===== config.mk =====
export PLATFORM = sky130hd
export DESIGN_NAME = gpio_fault_loopback_flat
export DESIGN_NICKNAME = d
export VERILOG_FILES = /design/src/rtl/gpio_fault_loopback_if.sv /design/src/rtl/gpio_fault_loopback.sv /design/src/flat_wrapper.sv
export SDC_FILE = /design/constraint.sdc
export NUM_CORES = 1
export LEC_CHECK = 0
export CORE_UTILIZATION = 48
export DETAILED_ROUTE_END_ITERATION = 6
export GPL_TIMING_DRIVEN = 0
export PLACE_DENSITY = 0.8
export SYNTH_ARGS = -nofsm -noshare
export SYNTH_HDL_FRONTEND = slang
export SYNTH_SLANG_ARGS = --single-unit

===== constraint.sdc =====
create_clock -name clk -period 2.57 [get_ports clk]
set_clock_uncertainty 0.2 [all_clocks]
set_input_delay 0.257 -clock clk [delete_from_list [all_inputs] [get_ports clk]]
set_output_delay 0.257 -clock clk [all_outputs]
set_load 0.005 [all_outputs]

===== src/rtl/gpio_fault_loopback_if.sv =====
// Bus bundle between the GPIO loopback fault model and its bench driver.
// Stuck-at ports exist only when LOOPBACK_STUCK_EN is defined.
interface gpio_fault_loopback_if #(
    parameter int DATA_W = 16,
    parameter int CNT_W  = 8
);
    logic [DATA_W:0]   GPIOOUT_i;
    logic [DATA_W:0]   GPIOIN_o;
    logic [1:0]        err_mode_i;
    logic              err_trig_i;
    logic [CNT_W-1:0]  err_len_i;
    logic [DATA_W:0]   err_mask_i;
    logic              cnt_clr_i;
    logic              inj_active_o;
    logic [CNT_W-1:0]  inj_cnt_o;
`ifdef LOOPBACK_STUCK_EN
    logic [DATA_W:0]   stuck_mask_i;
    logic [DATA_W:0]   stuck_val_i;
`endif

    modport master (
        output GPIOOUT_i, err_mode_i, err_trig_i, err_len_i, err_mask_i, cnt_clr_i,
`ifdef LOOPBACK_STUCK_EN
        output stuck_mask_i, stuck_val_i,
`endif
        input  GPIOIN_o, inj_active_o, inj_cnt_o
    );

    modport slave (
        input  GPIOOUT_i, err_mode_i, err_trig_i, err_len_i, err_mask_i, cnt_clr_i,
`ifdef LOOPBACK_STUCK_EN
        input  stuck_mask_i, stuck_val_i,
`endif
        output GPIOIN_o, inj_active_o, inj_cnt_o
    );
endinterface


===== src/rtl/gpio_fault_loopback.sv =====
// GPIO loopback delay line with mode-driven bit-flip injection and a saturating
// corrupted-cycle counter. Optional stuck-at overlay: LOOPBACK_STUCK_EN.
module gpio_fault_loopback #(
    parameter int DATA_W = 16,
    parameter int DELAY  = 1,
    parameter int CNT_W  = 8
) (
    input  logic                  clk,
    input  logic                  reset_n,
    gpio_fault_loopback_if.slave  bus
);
    localparam int BW = DATA_W + 1;
    localparam logic [1:0] MODE_OFF     = 2'b00;
    localparam logic [1:0] MODE_CONT    = 2'b01;
    localparam logic [1:0] MODE_ONESHOT = 2'b10;
    localparam logic [1:0] MODE_BURST   = 2'b11;
    localparam logic [CNT_W-1:0] CNT_ZERO = {CNT_W{1'b0}};
    localparam logic [CNT_W-1:0] CNT_ONE  = {{(CNT_W-1){1'b0}}, 1'b1};
    localparam logic [CNT_W-1:0] CNT_MAX  = {CNT_W{1'b1}};

    typedef enum logic {ST_IDLE = 1'b0, ST_INJECT = 1'b1} state_e;

    state_e            state_q, state_d;
    logic [1:0]        mode_q, mode_d;
    logic [CNT_W-1:0]  rem_q, rem_d;
    logic [CNT_W-1:0]  cnt_q, cnt_d;
    logic [BW-1:0]     mask_q, mask_d;
    logic              trig_q;
    logic [BW-1:0]     stage_q [DELAY];
    logic              trig_rise_s;
    logic              inj_s;
    logic [BW-1:0]     flip_s;

    assign trig_rise_s = bus.err_trig_i & ~trig_q;
    assign inj_s       = (state_q == ST_INJECT);

    // Delay line, trigger history and injection registers
    always_ff @(posedge clk or negedge reset_n) begin
        if (!reset_n) begin
            for (int i = 0; i < DELAY; i++) begin
                stage_q[i] <= {BW{1'b0}};
            end
            trig_q  <= 1'b0;
            state_q <= ST_IDLE;
            mode_q  <= MODE_OFF;
            rem_q   <= CNT_ZERO;
            mask_q  <= {BW{1'b0}};
            cnt_q   <= CNT_ZERO;
        end else begin
            stage_q[0] <= bus.GPIOOUT_i;
            for (int i = 1; i < DELAY; i++) begin
                stage_q[i] <= stage_q[i-1];
            end
            trig_q  <= bus.err_trig_i;
            state_q <= state_d;
            mode_q  <= mode_d;
            rem_q   <= rem_d;
            mask_q  <= mask_d;
            cnt_q   <= cnt_d;
        end
    end

    // Injection FSM: mode_q remembers which mode opened the window so any change closes it
    always_comb begin
        state_d = state_q;
        mode_d  = mode_q;
        rem_d   = rem_q;
        mask_d  = mask_q;
        case (state_q)
            ST_IDLE: begin
                case (bus.err_mode_i)
                    MODE_CONT: begin
                        state_d = ST_INJECT;
                        mode_d  = MODE_CONT;
                        rem_d   = CNT_ZERO;
                        mask_d  = bus.err_mask_i;
                    end
                    MODE_ONESHOT: begin
                        if (trig_rise_s) begin
                            state_d = ST_INJECT;
                            mode_d  = MODE_ONESHOT;
                            rem_d   = CNT_ONE;
                            mask_d  = bus.err_mask_i;
                        end else begin
                            state_d = ST_IDLE;
                        end
                    end
                    MODE_BURST: begin
                        if (trig_rise_s && (bus.err_len_i != CNT_ZERO)) begin
                            state_d = ST_INJECT;
                            mode_d  = MODE_BURST;
                            rem_d   = bus.err_len_i;
                            mask_d  = bus.err_mask_i;
                        end else begin
                            state_d = ST_IDLE;
                        end
                    end
                    default: state_d = ST_IDLE;
                endcase
            end
            ST_INJECT: begin
                if (bus.err_mode_i != mode_q) begin
                    state_d = ST_IDLE;
                end else if (mode_q == MODE_CONT) begin
                    mask_d = bus.err_mask_i;
                end else if (rem_q == CNT_ONE) begin
                    state_d = ST_IDLE;
                    rem_d   = CNT_ZERO;
                end else begin
                    rem_d = rem_q - CNT_ONE;
                end
            end
            default: state_d = ST_IDLE;
        endcase
    end

    // Corrupted-cycle counter; clear wins over increment
    always_comb begin
        cnt_d = cnt_q;
        if (bus.cnt_clr_i) begin
            cnt_d = CNT_ZERO;
        end else if (inj_s && (cnt_q != CNT_MAX)) begin
            cnt_d = cnt_q + CNT_ONE;
        end else begin
            cnt_d = cnt_q;
        end
    end

    assign flip_s = stage_q[DELAY-1] ^ (inj_s ? mask_q : {BW{1'b0}});

`ifdef LOOPBACK_STUCK_EN
    assign bus.GPIOIN_o = (flip_s & ~bus.stuck_mask_i) | (bus.stuck_val_i & bus.stuck_mask_i);
`else
    assign bus.GPIOIN_o = flip_s;
`endif
    assign bus.inj_active_o = inj_s;
    assign bus.inj_cnt_o    = cnt_q;
endmodule


===== src/flat_wrapper.sv =====
// flat-port wrapper written by rule: the top's interface ports become plain ports
module gpio_fault_loopback_flat 
#(
    parameter int DATA_W = 16,
    parameter int DELAY  = 1,
    parameter int CNT_W  = 8
)
  (clk, reset_n, bus_GPIOOUT_i, bus_err_mode_i, bus_err_trig_i, bus_err_len_i, bus_err_mask_i, bus_cnt_clr_i, bus_GPIOIN_o, bus_inj_active_o, bus_inj_cnt_o);
  gpio_fault_loopback_if #(.DATA_W(DATA_W), .CNT_W(CNT_W)) bus_i ();
  input  logic clk;
  input  logic reset_n;
  input wire logic [$bits(bus_i.GPIOOUT_i)-1:0] bus_GPIOOUT_i;
  input wire logic [$bits(bus_i.err_mode_i)-1:0] bus_err_mode_i;
  input wire logic [$bits(bus_i.err_trig_i)-1:0] bus_err_trig_i;
  input wire logic [$bits(bus_i.err_len_i)-1:0] bus_err_len_i;
  input wire logic [$bits(bus_i.err_mask_i)-1:0] bus_err_mask_i;
  input wire logic [$bits(bus_i.cnt_clr_i)-1:0] bus_cnt_clr_i;
  output wire logic [$bits(bus_i.GPIOIN_o)-1:0] bus_GPIOIN_o;
  output wire logic [$bits(bus_i.inj_active_o)-1:0] bus_inj_active_o;
  output wire logic [$bits(bus_i.inj_cnt_o)-1:0] bus_inj_cnt_o;
  assign bus_i.GPIOOUT_i = bus_GPIOOUT_i;
  assign bus_i.err_mode_i = bus_err_mode_i;
  assign bus_i.err_trig_i = bus_err_trig_i;
  assign bus_i.err_len_i = bus_err_len_i;
  assign bus_i.err_mask_i = bus_err_mask_i;
  assign bus_i.cnt_clr_i = bus_cnt_clr_i;
  assign bus_GPIOIN_o = bus_i.GPIOIN_o;
  assign bus_inj_active_o = bus_i.inj_active_o;
  assign bus_inj_cnt_o = bus_i.inj_cnt_o;
  gpio_fault_loopback #(.DATA_W(DATA_W), .DELAY(DELAY), .CNT_W(CNT_W)) u_core (.clk(clk), .reset_n(reset_n), .bus(bus_i));
endmodule

Word-level counts from Yosys, hierarchy flattened
Index checks and enable logic that the tools add are counted.
- bits of input ports: 48
- output and inout port bits: 26
- logic and storage cells: 62
- bits in registers: 54
- multiplexer cells: 26
- bitwise logic cells: 4
- $add $sub $neg: 2
- reduce and logical (&&, ||, !) cells: 8
- equal/unequal tests: 15
- operators with widths (cell ; number):
    17-bit 2-to-1 mux ; 5
    8-bit 2-to-1 mux ; 7
    17-bit one-hot mux with 3 select lines ; 1
    17-bit one-hot mux with 2 select lines ; 1
    8-bit one-hot mux with 3 select lines ; 1
    17-bit XOR ; 1
    8-bit one-hot mux with 2 select lines ; 1
    5-bit AND reduction ; 2
    8-bit by 1-bit adder with 8-bit output, second input constant ; 1
    8-bit by 1-bit == test with 1-bit output, second input constant ; 1
    8-bit != test, second input constant ; 1
    8-bit nonzero test ; 1
    8-bit by 1-bit subtractor with 8-bit output, second input constant ; 1
    2-bit != test, second input constant ; 3
    3-bit by 2-bit != test with 1-bit output, second input constant ; 2
    2-bit one-hot mux with 3 select lines ; 1
    1-bit 2-to-1 mux ; 5
    2-bit by 1-bit == test with 1-bit output, second input constant ; 2
    2-bit == test, second input constant ; 2
    2-bit 2-to-1 mux ; 2
    2-bit by 1-bit != test with 1-bit output, second input constant ; 2
    4-bit != test, second input constant ; 1
    4-bit AND reduction ; 1
    1-bit one-hot mux with 3 select lines ; 1
    7 further kinds ; 9

Logic depth before layout (Yosys ltp)
- depth after elaboration: 6
- gate-level depth with buffers: 8
- mapped depth without buffers: 7

Worst setup path after synthesis
Ideal clock, no wire load.
- path type: reg-to-reg
- start: register u_core.mode_q[1]
- end: register u_core.mask_q[10]
- arrival time: 1.788 ns
- setup time: 0.125 ns
- clock period less this slack: 2.113 ns
- data required time: 2.245 ns
- path buffers: 2
- setup slack: 0.457 ns
- stages on the path, launching flop included: 8
- cell sequence: dfrtp_1 -> nand2b_1 -> a221o_1 -> a21oi_2 -> a21o_1 -> buf_6 -> buf_12 -> mux2_4
- word-level cells in the longest chain between the ends: 3
- elaborated cells on any way between the ends: 5
- those cells by class: 4 x eq/ne; 1 x reduce/logical
- RTL lines (what ; line ; text):
    start: declaration ; gpio_fault_loopback.sv:24 ; logic [1:0] mode_q, mode_d;
    start signal: assignment ; gpio_fault_loopback.sv:56 ; mode_q <= mode_d;
    2-bit by 1-bit == test with 1-bit output or 2-bit != test (tied branches) ; gpio_fault_loopback.sv:104, gpio_fault_loopback.sv:102 ;
    2-bit != test (no line) ; - ;
    5-bit AND reduction (no line) (*) ; - ;
    end signal: assignment ; gpio_fault_loopback.sv:47 ; mask_q <= {BW{1'b0}};
    end signal: assignment ; gpio_fault_loopback.sv:58 ; mask_q <= mask_d;
    end: declaration ; gpio_fault_loopback.sv:27 ; logic [BW-1:0] mask_q, mask_d;
Mark *: on every way between the ends. The rest lies on a longest branch, timed or not.
A chain may end at the register's enable or synchronous reset.

Worst setup path after layout
- start: input port bus_err_len_i[2]
- end: register u_core.mask_q[15]
- word-level cells in the longest chain between the ends: 4
- RTL lines (what ; line ; text):
    start: declaration ; flat_wrapper.sv:15 ; input wire logic [$bits(bus_i.err_len_i)-1:0] bus_err_len_i;
    8-bit nonzero test ; gpio_fault_loopback.sv:89 ; if (trig_rise_s && (bus.err_len_i != CNT_ZERO)) begin
    1-bit logical AND ; gpio_fault_loopback.sv:89 ;
    3-bit by 2-bit != test with 1-bit output (no line) ; - ;
    5-bit AND reduction (no line) ; - ;
No other way between the ends.

==> results.md <==
| Group | Metric | This run |
|---|---|---|
| timing | Slew @ Worst Pin | 0.818 ns |
| floorplanning | Die X | 75.7 um |
| synth | Most frequently used cell type in the post-synthesis netlist | sky130_fd_sc_hd__dfrtp_1 |
| synth | Proportion of register bits with asynchronous set or reset after synthesis | 100% |
| synth | Dominant cells by area after synthesis | sky130_fd_sc_hd__dfrtp_1 (52%), sky130_fd_sc_hd__xnor2_1 (7.1%), sky130_fd_sc_hd__mux2_4 (5.8%) |
| finish | Share of cells above drive strength 1 | 13.4% |
| run status | Result of the run | finished, final reports clean |
| cts | Number of clock sinks | 54 |
| synth | Number of flops mapped to enable cells by yosys | 0 |
| worst setup path | Crit path largest cell delay | 0.53 ns |
| synth | Cell type with the highest aggregate area in the netlist | sky130_fd_sc_hd__dfrtp_1 |
| min path | Min-Delay Path Class | in -> reg |
| grt | Vias in the first global route | 1810 |
| synth | Proportion of synthesized chip area in sequential cells | 51.9% |
| floorplanning | Core Area | 5170 um2 |
| worst setup path | Category of the critical setup timing path | in -> reg |
| finish | Layout area overhead | 34.8% |
| place | Weighted congestion reported at the end of routability-driven placement | 0.847 |
| worst setup path | Register-to-Register Path Depth | 7 |
| flow run | Max-capacitance violation count | 0 |
| floorplanning | Initial Utilization | 50.3% |
| timing | Aggregate negative setup slack | 0 ns |
| detailed routing | Metal-1 WL | 2370 um |
| place | Worst slack at placement | -0.156 ns |
| floorplanning | Total number of placement rows | 26 |
| worst setup path | Crit-path slowest cell | sky130_fd_sc_hd__nor4_1 |
| timing | Setup WS post-layout | 0.126 ns |
| power | Worst supply voltage drop on vdd | 433 uV |
| timing | Total count of hold-check failures in the final report | 0 |
| cts | Number of H-tree levels | 2 |
| worst setup path | Biggest fanout along the worst timing path | 10 |
| synth | Number of synthesized register bits | 54 |
| synth | Total standard cell area after synthesis | 2600 um2 |
| timing | Slew headroom | 45.0% |
| detailed routing | Met3 Routed Length | 287 um |
| cts | Clock-pin slew on the worst setup and hold paths | 0.10 ns |
| power | Power Density | 909 nW/um2 |
| cts | Number of buffers created by CTS | 5 |
| finish | Total number of nets in the final design | 364 |
| detailed routing | Initial drt markers | 101 |
| detailed routing | Top layer reached by signal wires | met4 |
| grt | Overall track demand over capacity in global routing | 19.1% |
| synth | Top flip-flop cell by instance count after synthesis | sky130_fd_sc_hd__dfrtp_1 |
| timing | Fin crit share | 95.1% |
| timing | Clock period minus final worst setup slack | 2.44 ns |
| grt | Leftover overflow at the end of global routing | 0 |
| place | Port-buffer cells | 71 |
| finish | Core utilization of the finished layout | 67.9% |
| grt | Maximum number of pins on one net before global-route repair | 29 |
| detailed routing | Detail Route Antenna Nets | 0 |
| cts | Clock root buffer | sky130_fd_sc_hd__clkbuf_8 |
| finish | Number of fill cells in the layout | 402 |
| worst setup path | Cells along the critical path | clkdlybuf4s50_1, nor4_1, a211oi_1, a21oi_2, a21o_1, buf_6, buf_12, mux2_4 |
| timing | Final setup violation count | 0 |
| timing | Final number of max-transition violations | 0 |
| synth | Syn nets | 285 |
| synth | Top cells by count, synth | sky130_fd_sc_hd__dfrtp_1 (54), sky130_fd_sc_hd__nand2_1 (25), sky130_fd_sc_hd__xnor2_1 (21) |
| floorplanning | Floorplan die height | 75.7 um |
| finish | Diodes inserted | 0 |
| min path | Worst Hold Path Cells | 2 |
| timing | Highest clock frequency the design can meet | 409 MHz |
| detailed routing | Number of iterations in the first detailed-routing pass | 4 |
| cts | Clock tree from TritonCTS | built |
| cts | Clk Latency, worst-skew pair | 0.30 ns |
| cts | Worst-case clock buffer depth | 2 |
| detailed routing | Vias after detailed routing | 1960 |
| worst setup path | Required time of the worst setup path | 2.56 ns |
| worst setup path | Launching element type of the critical path | input pin |
| place | DP HPWL | 3860 um |
| detailed routing | Met2 layer wire length in the routed design | 2540 um |
| grt | First-pass GRT wire length | 8140 um |
| grt | Initial antenna violation count | 0 |
| timing | Unrepaired setup endpoints after global routing | false |
| detailed routing | Detailed-route wire length per cell | 13.6 um |
| synth | Mean area per synthesized cell | 11.1 um2 |
| synth | Area share of the largest cell type after synthesis | 51.9% |
| floorplanning | Die Area | 5720 um2 |
| detailed routing | Final routed wirelength across all metal layers | 5210 um |
| power | Leakage | 1.47 nW |
| detailed routing | Drc violations | 0 |
| worst setup path | Setup crit end kind | register |
| detailed routing | Per-cell via count in the routed design | 5.12 |
| synth | Number of distinct library cells after synthesis | 46 |
| worst setup path | Critical Path AT | 2.43 ns |
| synth | Number of synthesis warnings | 0 |
| synth | Number of standard cells after synthesis | 234 |
| floorplanning | Top Ports | 74 |
## worst paths after layout
check	endpoint	startpoint	slack, ns
setup / recovery	u_core.mask_q[15]	bus_err_len_i[2]	0.13
hold / removal	u_core.bus.inj_cnt_o[4]	bus_cnt_clr_i	0.09
setup reg to reg	u_core.mask_q[15]	u_core.mode_q[1]	0.23
hold reg to reg	u_core.mask_q[4]	u_core.mask_q[4]	0.31
max in group asynchronous	u_core.stage_q[9]	reset_n	1.31
min in group asynchronous	u_core.rem_q[4]	reset_n	0.30
## report_power, final
part	internal [mW]	switching, mW	total (mW)
registers	1.08	0.175	1.26
clock network	0.189	0.273	0.462
logic	0.872	0.600	1.47
total	2.14	1.05	3.19
## logic make-up after synthesis
group | Yosys count | share of synthesized area (%)
AO/OA/AOI/OAI | 41 | 9.52
XOR/XNOR | 25 | 8.41
flip-flops | 54 | 51.9
adder cells (fa/ha/maj) | 3 | 1.44
AND/OR/NAND/NOR | 74 | 14.4
buffers and inverters | 15 | 3.46
multiplexers | 22 | 10.9
## critical path, delay by kind of cell
kind | cells | cell delay (ns)
AOI/OAI and AO/OA | 3 | 0.61
buffers and inverters | 3 | 0.73
muxes | 1 | 0.30
and+or+nand+nor | 1 | 0.53
## metal layers
layer	track usage, %	vias to the layer above
li1	-	953
met1	26.0	943
met2	31.5	62
met3	4.76	2
met4	3.70	0
met5	0	-
## cell type report
| class | instances | area [um2] | share of cell area [%] |
|---|---|---|---|
| clock buffer | 5 | 68.8 | 1.96 |
| inverter | 7 | 26.3 | 0.749 |
| timing repair buffer | 73 | 736 | 21.0 |
| multi-input combinational | 165 | 1160 | 33.1 |
| buffer | 7 | 63.8 | 1.82 |
| sequential | 54 | 1350 | 38.5 |
| clock inverter | 2 | 13.8 | 0.392 |
| tap | 70 | 87.6 | 2.50 |
## sequential cells by signal, indices dropped and copies added, names as in the netlist
| register | flops |
|---|---|
| u_core.stage_q | 17 |
| u_core.mode_q | 2 |
| u_core.trig_q | 1 |
| u_core.rem_q | 8 |
| u_core.bus.inj_active_o | 1 |
| u_core.bus.inj_cnt_o | 8 |
| u_core.mask_q | 17 |
## per-stage QoR
stage | std cells | hold WS [ns] | area [um2] | power (mW)
after floorplan | 234 | -0.239 | 2600 | 2.19
after global placement | 375 | 0.288 | 3400 | 2.70
after detailed placement | 376 | 0.104 | 3420 | 2.74
after CTS | 383 | 0.0916 | 3510 | 3.22
after global routing | 383 | 0.0999 | 3510 | 3.42
final | 383 | 0.0889 | 3510 | 3.19
## cells in the final DEF (no fill, tap or decap), types with 7 or more instances in the layout
master / n
sky130_fd_sc_hd__o21ai_0: 16
sky130_fd_sc_hd__inv_1: 7
sky130_fd_sc_hd__mux2_4: 10
sky130_fd_sc_hd__mux2_2: 10
sky130_fd_sc_hd__nor2_1: 17
sky130_fd_sc_hd__nand2_1: 25
sky130_fd_sc_hd__clkdlybuf4s50_1: 70
sky130_fd_sc_hd__a21oi_1: 9
sky130_fd_sc_hd__dfrtp_1: 54
sky130_fd_sc_hd__xnor2_1: 21
## repair_timing
action / 4_1_cts / 5_1_grt
gates resized for setup: 1 / 3
hold buffers: 1 / 0
endpoints found under the setup margin: 13 / 10
endpoints found under the hold margin: 26 / 0
buffers inserted: 0 / 0
Note: power is estimated with default switching activity, not from simulation.
